`src/rtl/hazard_stall_ctrl.sv`:
```
`default_nettype none
// ============================================================================
//  Module      : hazard_stall_ctrl
//  Description : Pipeline hazard sequencer for a 5-stage MIPS core. Sits
//                beside ID and owns the PC, IF/ID and ID/EX enables. Keeps a
//                one-entry scoreboard of the instruction in EX. It inserts
//                load-use stalls and multi-cycle multiply stalls, and flushes
//                on a taken branch. ALU-result hazards are forwarded and
//                never stall here.
//  Revision    : 1.0  initial release
// ----------------------------------------------------------------------------
//  Parameters
//    MUL_LAT         cycles a multiply occupies EX (>=1, 1 = no extra stall)
//    CNT_W           width of the saturating stall-cycle counter
//  Ports
//    Clk, Rst        clock (rising edge), async active-high reset
//    Valid_ID        ID holds a real instruction
//    rs_ID, rt_ID    ID source registers
//    UsesRs_ID/Rt_ID ID instruction reads rs / rt
//    RegWrite_ID     ID instruction writes WriteReg_ID
//    WriteReg_ID     ID destination register (after RegDst mux)
//    MemRead_ID      ID instruction is a load
//    IsMul_ID        ID instruction is a multiply
//    BranchTaken_EX  branch in EX resolved taken this cycle
//    PCWrite_out     PC may update
//    IFIDWrite_out   IF/ID may load
//    IFIDFlush_out   IF/ID loads a NOP
//    IDEXBubble_out  ID/EX loads a control-zero bubble
//    MulBusy_out     multiply occupying EX beyond its first cycle
//    StallCycles_out saturating count of stall cycles
// ============================================================================
module hazard_stall_ctrl #(
    parameter int MUL_LAT = 4,
    parameter int CNT_W   = 16
) (
    input  logic             Clk,
    input  logic             Rst,
    input  logic             Valid_ID,
    input  logic [4:0]       rs_ID,
    input  logic [4:0]       rt_ID,
    input  logic             UsesRs_ID,
    input  logic             UsesRt_ID,
    input  logic             RegWrite_ID,
    input  logic [4:0]       WriteReg_ID,
    input  logic             MemRead_ID,
    input  logic             IsMul_ID,
    input  logic             BranchTaken_EX,
    output logic             PCWrite_out,
    output logic             IFIDWrite_out,
    output logic             IFIDFlush_out,
    output logic             IDEXBubble_out,
    output logic             MulBusy_out,
    output logic [CNT_W-1:0] StallCycles_out
);

    localparam int              MC_W       = $clog2(MUL_LAT + 1);
    localparam logic [MC_W-1:0] MUL_RELOAD = MC_W'(MUL_LAT - 1);

    // EX scoreboard, multiply occupancy and performance counter
    logic             ex_v_q,    ex_v_d;
    logic             ex_load_q, ex_load_d;
    logic [4:0]       ex_dst_q,  ex_dst_d;
    logic [MC_W-1:0]  mul_cnt_q, mul_cnt_d;
    logic [CNT_W-1:0] stall_q,   stall_d;

    logic mul_busy;
    logic load_use;
    logic advance;
    logic stall_cycle;

    assign mul_busy = (mul_cnt_q != '0);

    // $0 is hard-wired zero, so a load targeting it can never feed a consumer
    assign load_use = ex_v_q & ex_load_q & (ex_dst_q != 5'd0) & Valid_ID &
                      ((UsesRs_ID & (rs_ID == ex_dst_q)) |
                       (UsesRt_ID & (rt_ID == ex_dst_q)));

    // A multiply in flight freezes the front end and masks the branch; a taken
    // branch kills the ID instruction, so it beats any load-use hazard.
    always_comb begin
        PCWrite_out    = 1'b1;
        IFIDWrite_out  = 1'b1;
        IFIDFlush_out  = 1'b0;
        IDEXBubble_out = 1'b0;
        if (mul_busy) begin
            PCWrite_out   = 1'b0;
            IFIDWrite_out = 1'b0;
        end else if (BranchTaken_EX) begin
            IFIDFlush_out  = 1'b1;
            IDEXBubble_out = 1'b1;
        end else if (load_use) begin
            PCWrite_out    = 1'b0;
            IFIDWrite_out  = 1'b0;
            IDEXBubble_out = 1'b1;
        end
    end

    assign MulBusy_out     = mul_busy;
    assign StallCycles_out = stall_q;

    assign advance     = Valid_ID & ~mul_busy & ~BranchTaken_EX & ~load_use;
    assign stall_cycle = mul_busy | (~BranchTaken_EX & load_use);

    always_comb begin
        ex_v_d    = ex_v_q;
        ex_load_d = ex_load_q;
        ex_dst_d  = ex_dst_q;
        mul_cnt_d = mul_cnt_q;
        stall_d   = stall_q;

        if (mul_busy) begin
            // EX and ID/EX hold; only the occupancy count moves
            mul_cnt_d = mul_cnt_q - MC_W'(1);
        end else if (advance) begin
            ex_v_d    = 1'b1;
            ex_load_d = MemRead_ID & RegWrite_ID;
            ex_dst_d  = WriteReg_ID;
            if (IsMul_ID) begin
                mul_cnt_d = MUL_RELOAD;
            end
        end else begin
            // bubble, flush or empty ID slot enters EX
            ex_v_d = 1'b0;
        end

        if (stall_cycle && (stall_q != '1)) begin
            stall_d = stall_q + CNT_W'(1);
        end
    end

    always_ff @(posedge Clk or posedge Rst) begin
        if (Rst) begin
            ex_v_q    <= 1'b0;
            ex_load_q <= 1'b0;
            ex_dst_q  <= 5'd0;
            mul_cnt_q <= '0;
            stall_q   <= '0;
        end else begin
            ex_v_q    <= ex_v_d;
            ex_load_q <= ex_load_d;
            ex_dst_q  <= ex_dst_d;
            mul_cnt_q <= mul_cnt_d;
            stall_q   <= stall_d;
        end
    end

endmodule
`default_nettype wire

```
`config.mk`:
```
export PLATFORM = sky130hd
export DESIGN_NAME = hazard_stall_ctrl
export DESIGN_NICKNAME = d
export VERILOG_FILES = /design/src/rtl/hazard_stall_ctrl.sv
export SDC_FILE = /design/constraint.sdc
export NUM_CORES = 1
export LEC_CHECK = 0
export CORE_MARGIN = 5
export CORE_UTILIZATION = 45
export DETAILED_ROUTE_END_ITERATION = 16
export PLACE_DENSITY = 0.9
export SKIP_CTS_REPAIR_TIMING = 1
export SLEW_MARGIN = 25
export SYNTH_ARGS = -nofsm -noshare
export SYNTH_HDL_FRONTEND = slang
export SYNTH_SLANG_ARGS = --single-unit
```
`constraint.sdc`:
```
create_clock -name Clk -period 2.9 [get_ports Clk]
set_clock_uncertainty 0.15 [all_clocks]
set_input_delay 0.58 -clock Clk [delete_from_list [all_inputs] [get_ports Clk]]
set_output_delay 0.58 -clock Clk [all_outputs]
set_load 0.03 [all_outputs]
```
# After elaboration in Yosys (flattened, before gate mapping)
# Index checks and enable logic that the tools add are counted.
# Widths: inputs -> output; s select.
[classes]
n_reduce_logical = 7
mux = 12
n_addsub = 2
eq_ne = 3
bitwise_logic = 16
[ops]
columns = ["cell", "count"]
rows = [
  ["$add 16x1->16 const B", 1],
  ["$ne 16x16->1 const B", 1],
  ["$and 1x1->1", 11],
  ["$eq 5x5->1", 2],
  ["$mux 1", 9],
  ["$mux 3", 3],
  ["$reduce_bool 5->1", 1],
  ["$reduce_and 2->1", 2],
  ["$reduce_bool 2->1", 2],
  ["$not 1->1", 3],
  ["$reduce_bool 3->1", 1],
  ["$sub 3x1->3 const B", 1],
  ["$or 1x1->1", 2],
  ["$logic_and 1x1->1", 1],
]
[totals]
register_bits = 26

# Depth between registers and ports, before layout
# Gate-level depths: netlist of the first run.
[depth]
depth_word = 8
mapped_depth = 8
mapped_depth_nobuf = 7

# Least setup slack after synthesis of the first run
# No wires, ideal clock.
[synth_timing]
path_type = "register to output"
from = "reg ex_dst_q[4]"
to = "out PCWrite_out"
path_stages_with_launch = 6
t_required_ns = 2.170
n_path_buf = 2
arrival_time_ns = 1.745
setup_slack_ns = 0.425
path_cell_list = "dfrtp_1 -> or3_1 -> o311a_1 -> a31oi_4 -> buf_6 -> buf_4"
[synth_via]
elab_chain_cells = 7
[synth_lines]
columns = ["item", "line_no", "source"]
rows = [
  ["start: declaration", "62", "logic [4:0] ex_dst_q, ex_dst_d;"],
  ["start signal: assignment", "141", "ex_dst_q <= ex_dst_d;"],
  ["$eq 5x5->1 (tied with other cells)", "75", "((UsesRs_ID & (rs_ID == ex_dst_q)) |"],
  ["$and 1x1->1 (on tied branches)", "75, 74, 76", ""],
  ["$or 1x1->1 or $and 1x1->1 (tied branches)", "75, 74", ""],
  ["$and 1x1->1 *", "74", "assign load_use = ex_v_q & ex_load_q & (ex_dst_q != 5'd0) & Valid_ID &"],
  ["$mux 1 * (3 in a row)", "--", ""],
  ["end: declaration", "48", "output logic PCWrite_out,"],
]
# Mark *: on every way between the ends. The rest lies on a longest branch, timed or not.

# Worst setup path in the final report of the first run
[layout_timing]
from = "reg ex_dst_q[0]"
to = "out IDEXBubble_out"
[layout_via]
elab_chain_cells = 7
[layout_lines]
columns = ["item", "line_no", "source"]
rows = [
  ["$eq 5x5->1 (tied with other cells)", "75", ""],
  ["$and 1x1->1 (on tied branches)", "75, 74, 76", ""],
  ["$or 1x1->1 or $and 1x1->1 (tied branches)", "75, 74", ""],
  ["$and 1x1->1 *", "74", ""],
  ["$mux 1 *", "91", "end else if (load_use) begin"],
  ["$mux 1 *", "88", "end else if (BranchTaken_EX) begin"],
  ["$mux 1 *", "85", "if (mul_busy) begin"],
  ["end: declaration", "51", "output logic IDEXBubble_out,"],
]
# Marks and branches as above.

==> metrics, run 1 <==
multi-input logic area=716 sq um; CP Depth=6; largest net degree at the start of global routing=27; first-pass GRT wire length=5130 um; fin nets=214; chip height=66.3 um; family with the most delay on the worst path=simple AND/OR/NAND/NOR gates; DR vias/cell=4.98; ys flop type=dfrtp_1; clk sink count=26; DRT Pass-1 Iters=4; Slew Viols, Final=0; Post-synth EDFFs=0; Synth async-reset ratio=1.00; DR WL/cell=13.9 um; startpoint types=register; share of cells above drive strength 1=0.151; max incr delay on CP=450 ps; post-synth top area share=0.456; Synth cell types=35; Core Area=3050 sq um; CTS H-tree lvls=1; top post-synthesis cells by area=dfrtp_1 (46%), xor2_1 (8.6%), xnor2_1 (6.1%); Setup TNS=0 ps; unrepaired setup endpoints after global routing=false; Crit. End Element=primary output; synth warn=0; IO buf count=44; Achievable Freq=0.357 GHz; Layout area overhead=39.8%; post-route ant nets=0; worst r2r path cells=10; Clk Latency, worst-skew pair=320 ps; final core occ=0.654; DP Area=1900 sq um; register area share after synthesis=0.456; IO Count=45; count leader, synth=dfrtp_1; dpl hpwl=2420 um; worst r2r src=ex_dst_q[4]; Worst Setup Path Type=register to primary output; Pwr Density=830 nW/um^2; Rows=20; Final period util=0.965; Layout fillers=256; Worst Tran Pin Value=489 ps; DR DRC count=0; Clock Path Buffers=2; Placer Congestion=0.792; synth cell count leaders=dfrtp_1 (26), nand2_1 (15), xor2_1 (14), xnor2_1 (10), nor3_1 (8); CTS tree=done; clock slew at reported path FFs=140 ps; total track usage=0.151; leakage=0.910 nW; worst-path fanout max=4; Register Area=651 sq um; reg-to-reg setup timing slack=490 ps; DR iter-0 viols=77; Critical-path top delay cell=dfrtp_1; status=finished, final reports clean; vias in the first global route=1159; Min-Delay Path Class=register to register; VDD IR max=0.000636 V; Period minus WS final=2800 ps; leading area contributor after synthesis=dfrtp_1; Antenna Cells=0; CP Buf/Inv Count=1; gr busiest metal=met2; total of max-cap violations=0; final hold violation count=0; FF+latch count, synth=26; Syn Area/Cell=10.7 sq um; CP endpoint=IDEXBubble_out; initial antenna violation count=0; Die W=66.3 um; CTS buffer count=3; # setup viols final=0; crit-path cells=or3_1, o311a_1, and2_1, a21oi_1, nor2_1, buf_4; Post-Syn Area=1430 sq um; Critical Path Start=ex_dst_q[0]; Mapped Nets=162; reg-to-reg endpoint=StallCycles_out[9]; cell count after synthesis=134; fin area=2000 sq um; Rel. slew slack=0.672; CTS Root Cell=clkbuf_4; grt met2 use=0.283; Req. time, crit path=2170 ps; grt met1 use=0.169; crit path DAT=2070 ps; final wirelength=3180 um; GRT met3 Usage=0.0306; grt ovf=0; Tot Pwr=1.66 mW; die area=4400 sq um; routed vias=1141; Starting Density=0.468
cell type report:
type	count	share of cell area
multi-input combinational	96	0.359
sequential	26	0.326
timing repair buffer	52	0.248
tap	44	0.0276
clock inverter	1	0.0150
inverter	7	0.0132
clock buffer	3	0.0113
routing by layer:
layer,routed length [um],share of wire
met1,1310,0.41
met2,1570,0.49
met3,284,0.089
met4,19,0.0060
met5,0,0
power breakdown:
group          switching (mW)  leakage [nW]  internal, mW
Combinational           0.413         0.549         0.403
Clock                   0.106        0.0279         0.140
Sequential              0.119         0.333         0.477
Total                   0.638         0.910          1.02
flip-flops by register name, indices dropped and copies added, names as in the netlist:
register,flops
StallCycles_out,16
ex_dst_q,5
ex_load_q,1
ex_v_q,1
mul_cnt_q,3
cells in the final DEF (no fill, tap or decap), drive strengths merged, types with 2 or more instances in the layout:
master,n
nor2,3
buf,11
and2,2
inv,7
nand3,5
xor2,14
ha,4
nand4,3
mux2,8
nand2,15
xnor2,10
clkbuf,3
dfrtp,26
a21oi,2
and3,4
nor4,4
clkdlybuf4s50,40
mux2i,2
nor3,9
cell families (layout without fill, tap and decap cells):
family | count (synthesis) | count (layout) | share of synthesized area
buffers and inverters | 12 | 63 | 0.0429
XOR/XNOR | 24 | 24 | 0.147
AND/OR/NAND/NOR | 50 | 50 | 0.184
flip-flops | 26 | 26 | 0.456
multiplexers | 10 | 10 | 0.0797
adder cells (fa/ha/maj) | 4 | 4 | 0.0351
AO/OA/AOI/OAI | 8 | 8 | 0.0552
worst reg2reg max path: stages (launching register included):
cell,delay [ps]
dfrtp_1,410
buf_4,150
xnor2_1,140
nand4_1,120
o22ai_2,190
buf_4,150
a31oi_4,140
buf_4,190
buf_4,150
nor4bb_1,320
xor2_1,210
stage by stage:
step	setup WS [ps]	cells	hold WS, ps
final	103	229	341
after global routing	19.8	229	367
after CTS	2.00	224	346
after detailed placement	78.8	220	325
after global placement	109	220	313
after floorplan	425	134	297
worst min path at each step:
stage,start,end,slack [ps],cells after the start
after floorplan,mul_cnt_q[0],mul_cnt_q[0],300,1
after global placement,ex_v_q,ex_v_q,310,1
after detailed placement,StallCycles_out[8],StallCycles_out[8],330,1
after CTS,mul_cnt_q[0],mul_cnt_q[0],350,1
after global routing,mul_cnt_q[0],mul_cnt_q[0],370,1
final,mul_cnt_q[0],mul_cnt_q[0],340,1
Note: power is estimated with default switching activity, not from simulation.
==> run 2: changes to the inputs <==
--- a/config.mk
+++ b/config.mk
@@ -7,6 +7,7 @@
 export LEC_CHECK = 0
 export CORE_MARGIN = 5
 export CORE_UTILIZATION = 45
+export CTS_CLUSTER_DIAMETER = 50
 export DETAILED_ROUTE_END_ITERATION = 16
 export PLACE_DENSITY = 0.9
 export SKIP_CTS_REPAIR_TIMING = 1
==> constraint.sdc (replaced) <==
create_clock -name Clk -period 2.9 [get_ports Clk]
set_clock_uncertainty 0.15 [all_clocks]
set_input_delay 0.435 -clock Clk [delete_from_list [all_inputs] [get_ports Clk]]
set_output_delay 0.435 -clock Clk [all_outputs]
set_load 0.03 [all_outputs]
==> run 2 against run 1 <==
Global-route usage about the same. Die area stayed put. Power is 2.4% lower. Sequential share of layout area is 0.23 points higher. Clock-buffer cell count is 1 higher. Core utilization decreased by 0.45 points. First-iteration DRC count fell by 36%. Clock power is 25% lower. Routed wire length rose by 1.9%. Sequential cell count unchanged. Hold slack lost 43 ps.
==> metrics, run 2 (synthesis results as in run 1) <==
share of cells above drive strength 1=0.147; IO buf count=44; commonest non-fill, non-tap cells in the layout=clkdlybuf4s50_1 (41), dfrtp_1 (26), nand2_1 (15); CTS H-tree lvls=1; DP Area=1900 sq um; non-filler cells in the finished layout=228; Rel. slew slack=0.671; Crit. End Element=primary output; Sw Share=0.398; DR iter-0 viols=49; total of max-cap violations=0; Pint=973 uW; Setup TNS=0 ps; largest net degree at the start of global routing=27; Layout area overhead=38.8%; Reg power frac=0.370; Slew Viols, Final=0; startpoint types=register; Worst Setup Path Type=register to primary output; Achievable Freq=0.372 GHz; DR vias/cell=5.00; crit path DAT=2100 ps; clk sink count=26; Core Area=3050 sq um; commonest non-fill, non-tap cell in the layout=clkdlybuf4s50_1; CTS tree=done; unrepaired setup endpoints after global routing=false; worst-path fanout max=6; dpl hpwl=2400 um; DR WL/cell=14.2 um; vias in the first global route=1157; VDD IR max=0.000539 V; total track usage=0.151; final hold violation count=0; Worst Tran Pin Value=490 ps; Tot Pwr=1.62 mW; IO Count=45; Antenna Cells=0; Period minus WS final=2690 ps; Comb pwr share=0.516; final core occ=0.649; initial antenna violation count=0; DR DRC count=0; chip height=66.3 um; max FFs per register=16; Pwr Density=816 nW/um^2; Starting Density=0.468; Placer Congestion=0.788; WHS=298 ps; # setup viols final=0; die area=4400 sq um; Clk Latency, worst-skew pair=320 ps; placed cell count=219; grt ovf=0; setup ws final=215 ps; leakage=0.898 nW; Min-Delay Path Class=input port to asynchronous set/reset pin; DP Worst Slack=351 ps; Clk pwr share=0.113; DRT Pass-1 Iters=4; Rows=20; routed vias=1139; final wirelength=3240 um; clock slew at reported path FFs=140 ps; CTS buffer count=3; Clock Path Buffers=2; fin nets=213; fin area=1980 sq um; Switch Pwr=644 uW; status=finished, final reports clean; Final period util=0.926; first-pass GRT wire length=5020 um; CTS Root Cell=clkbuf_4; Req. time, crit path=2320 ps; Die W=66.3 um; Layout fillers=269; post-route ant nets=0
-- run 2: cell types whose count changed in the layout (fill, tap and decap cells not counted), sizes merged --
cell / before / now
buf: 11 / 10
bufinv: 1 / 0
clkbuf: 3 / 4
clkdlybuf4s50: 40 / 41
dlymetal6s2s: 1 / 0
-- run 2: per-layer routing --
metal  wire (um)  share of wire  GRT usage  vias up
met5           0              0          0        -
met4          42          0.013     0.0838        0
met3         198          0.061     0.0238        4
met2        1550           0.48      0.264       42
met1        1450           0.45      0.172      534
li1            -              -          -      559
-- run 2: final timing paths --
kind                               from                 end  slack (ps)  cells past startpoint
min in group Clk           mul_cnt_q[0]        mul_cnt_q[0]         350                      1
hold / removal                      Rst        mul_cnt_q[2]         300                      3
setup reg to reg            ex_dst_q[4]         ex_dst_q[2]         620                      5
hold reg to reg            mul_cnt_q[0]        mul_cnt_q[0]         350                      1
max in group asynchronous           Rst  StallCycles_out[7]        2060                      3
setup / recovery           mul_cnt_q[0]         MulBusy_out         210                      5
-- run 2: final cells by class --
cell class	instances	area (sq um)	share of cell area
clock buffer	4	36.3	0.0183
inverter	7	26.3	0.0133
multi-input combinational	96	716	0.361
sequential	26	651	0.328
tap	44	55.1	0.0278
timing repair buffer	51	498	0.251
-- run 2: power by group through the flow --
stage | clock [mW] | sequential, mW | combinational (mW)
floorplan | 0 | 0.680 | 0.451
global placement | 0 | 0.600 | 0.745
detailed placement | 0 | 0.607 | 0.766
CTS | 0.190 | 0.599 | 0.770
global route | 0.208 | 0.616 | 0.900
finish | 0.184 | 0.599 | 0.835
-- run 2: critical path: stages, from the launching register on --
cell and delay [ps]:
dfrtp_1 390, inv_1 50, ha_1 200, ha_1 230
inv_1 190, clkdlybuf4s50_1 710
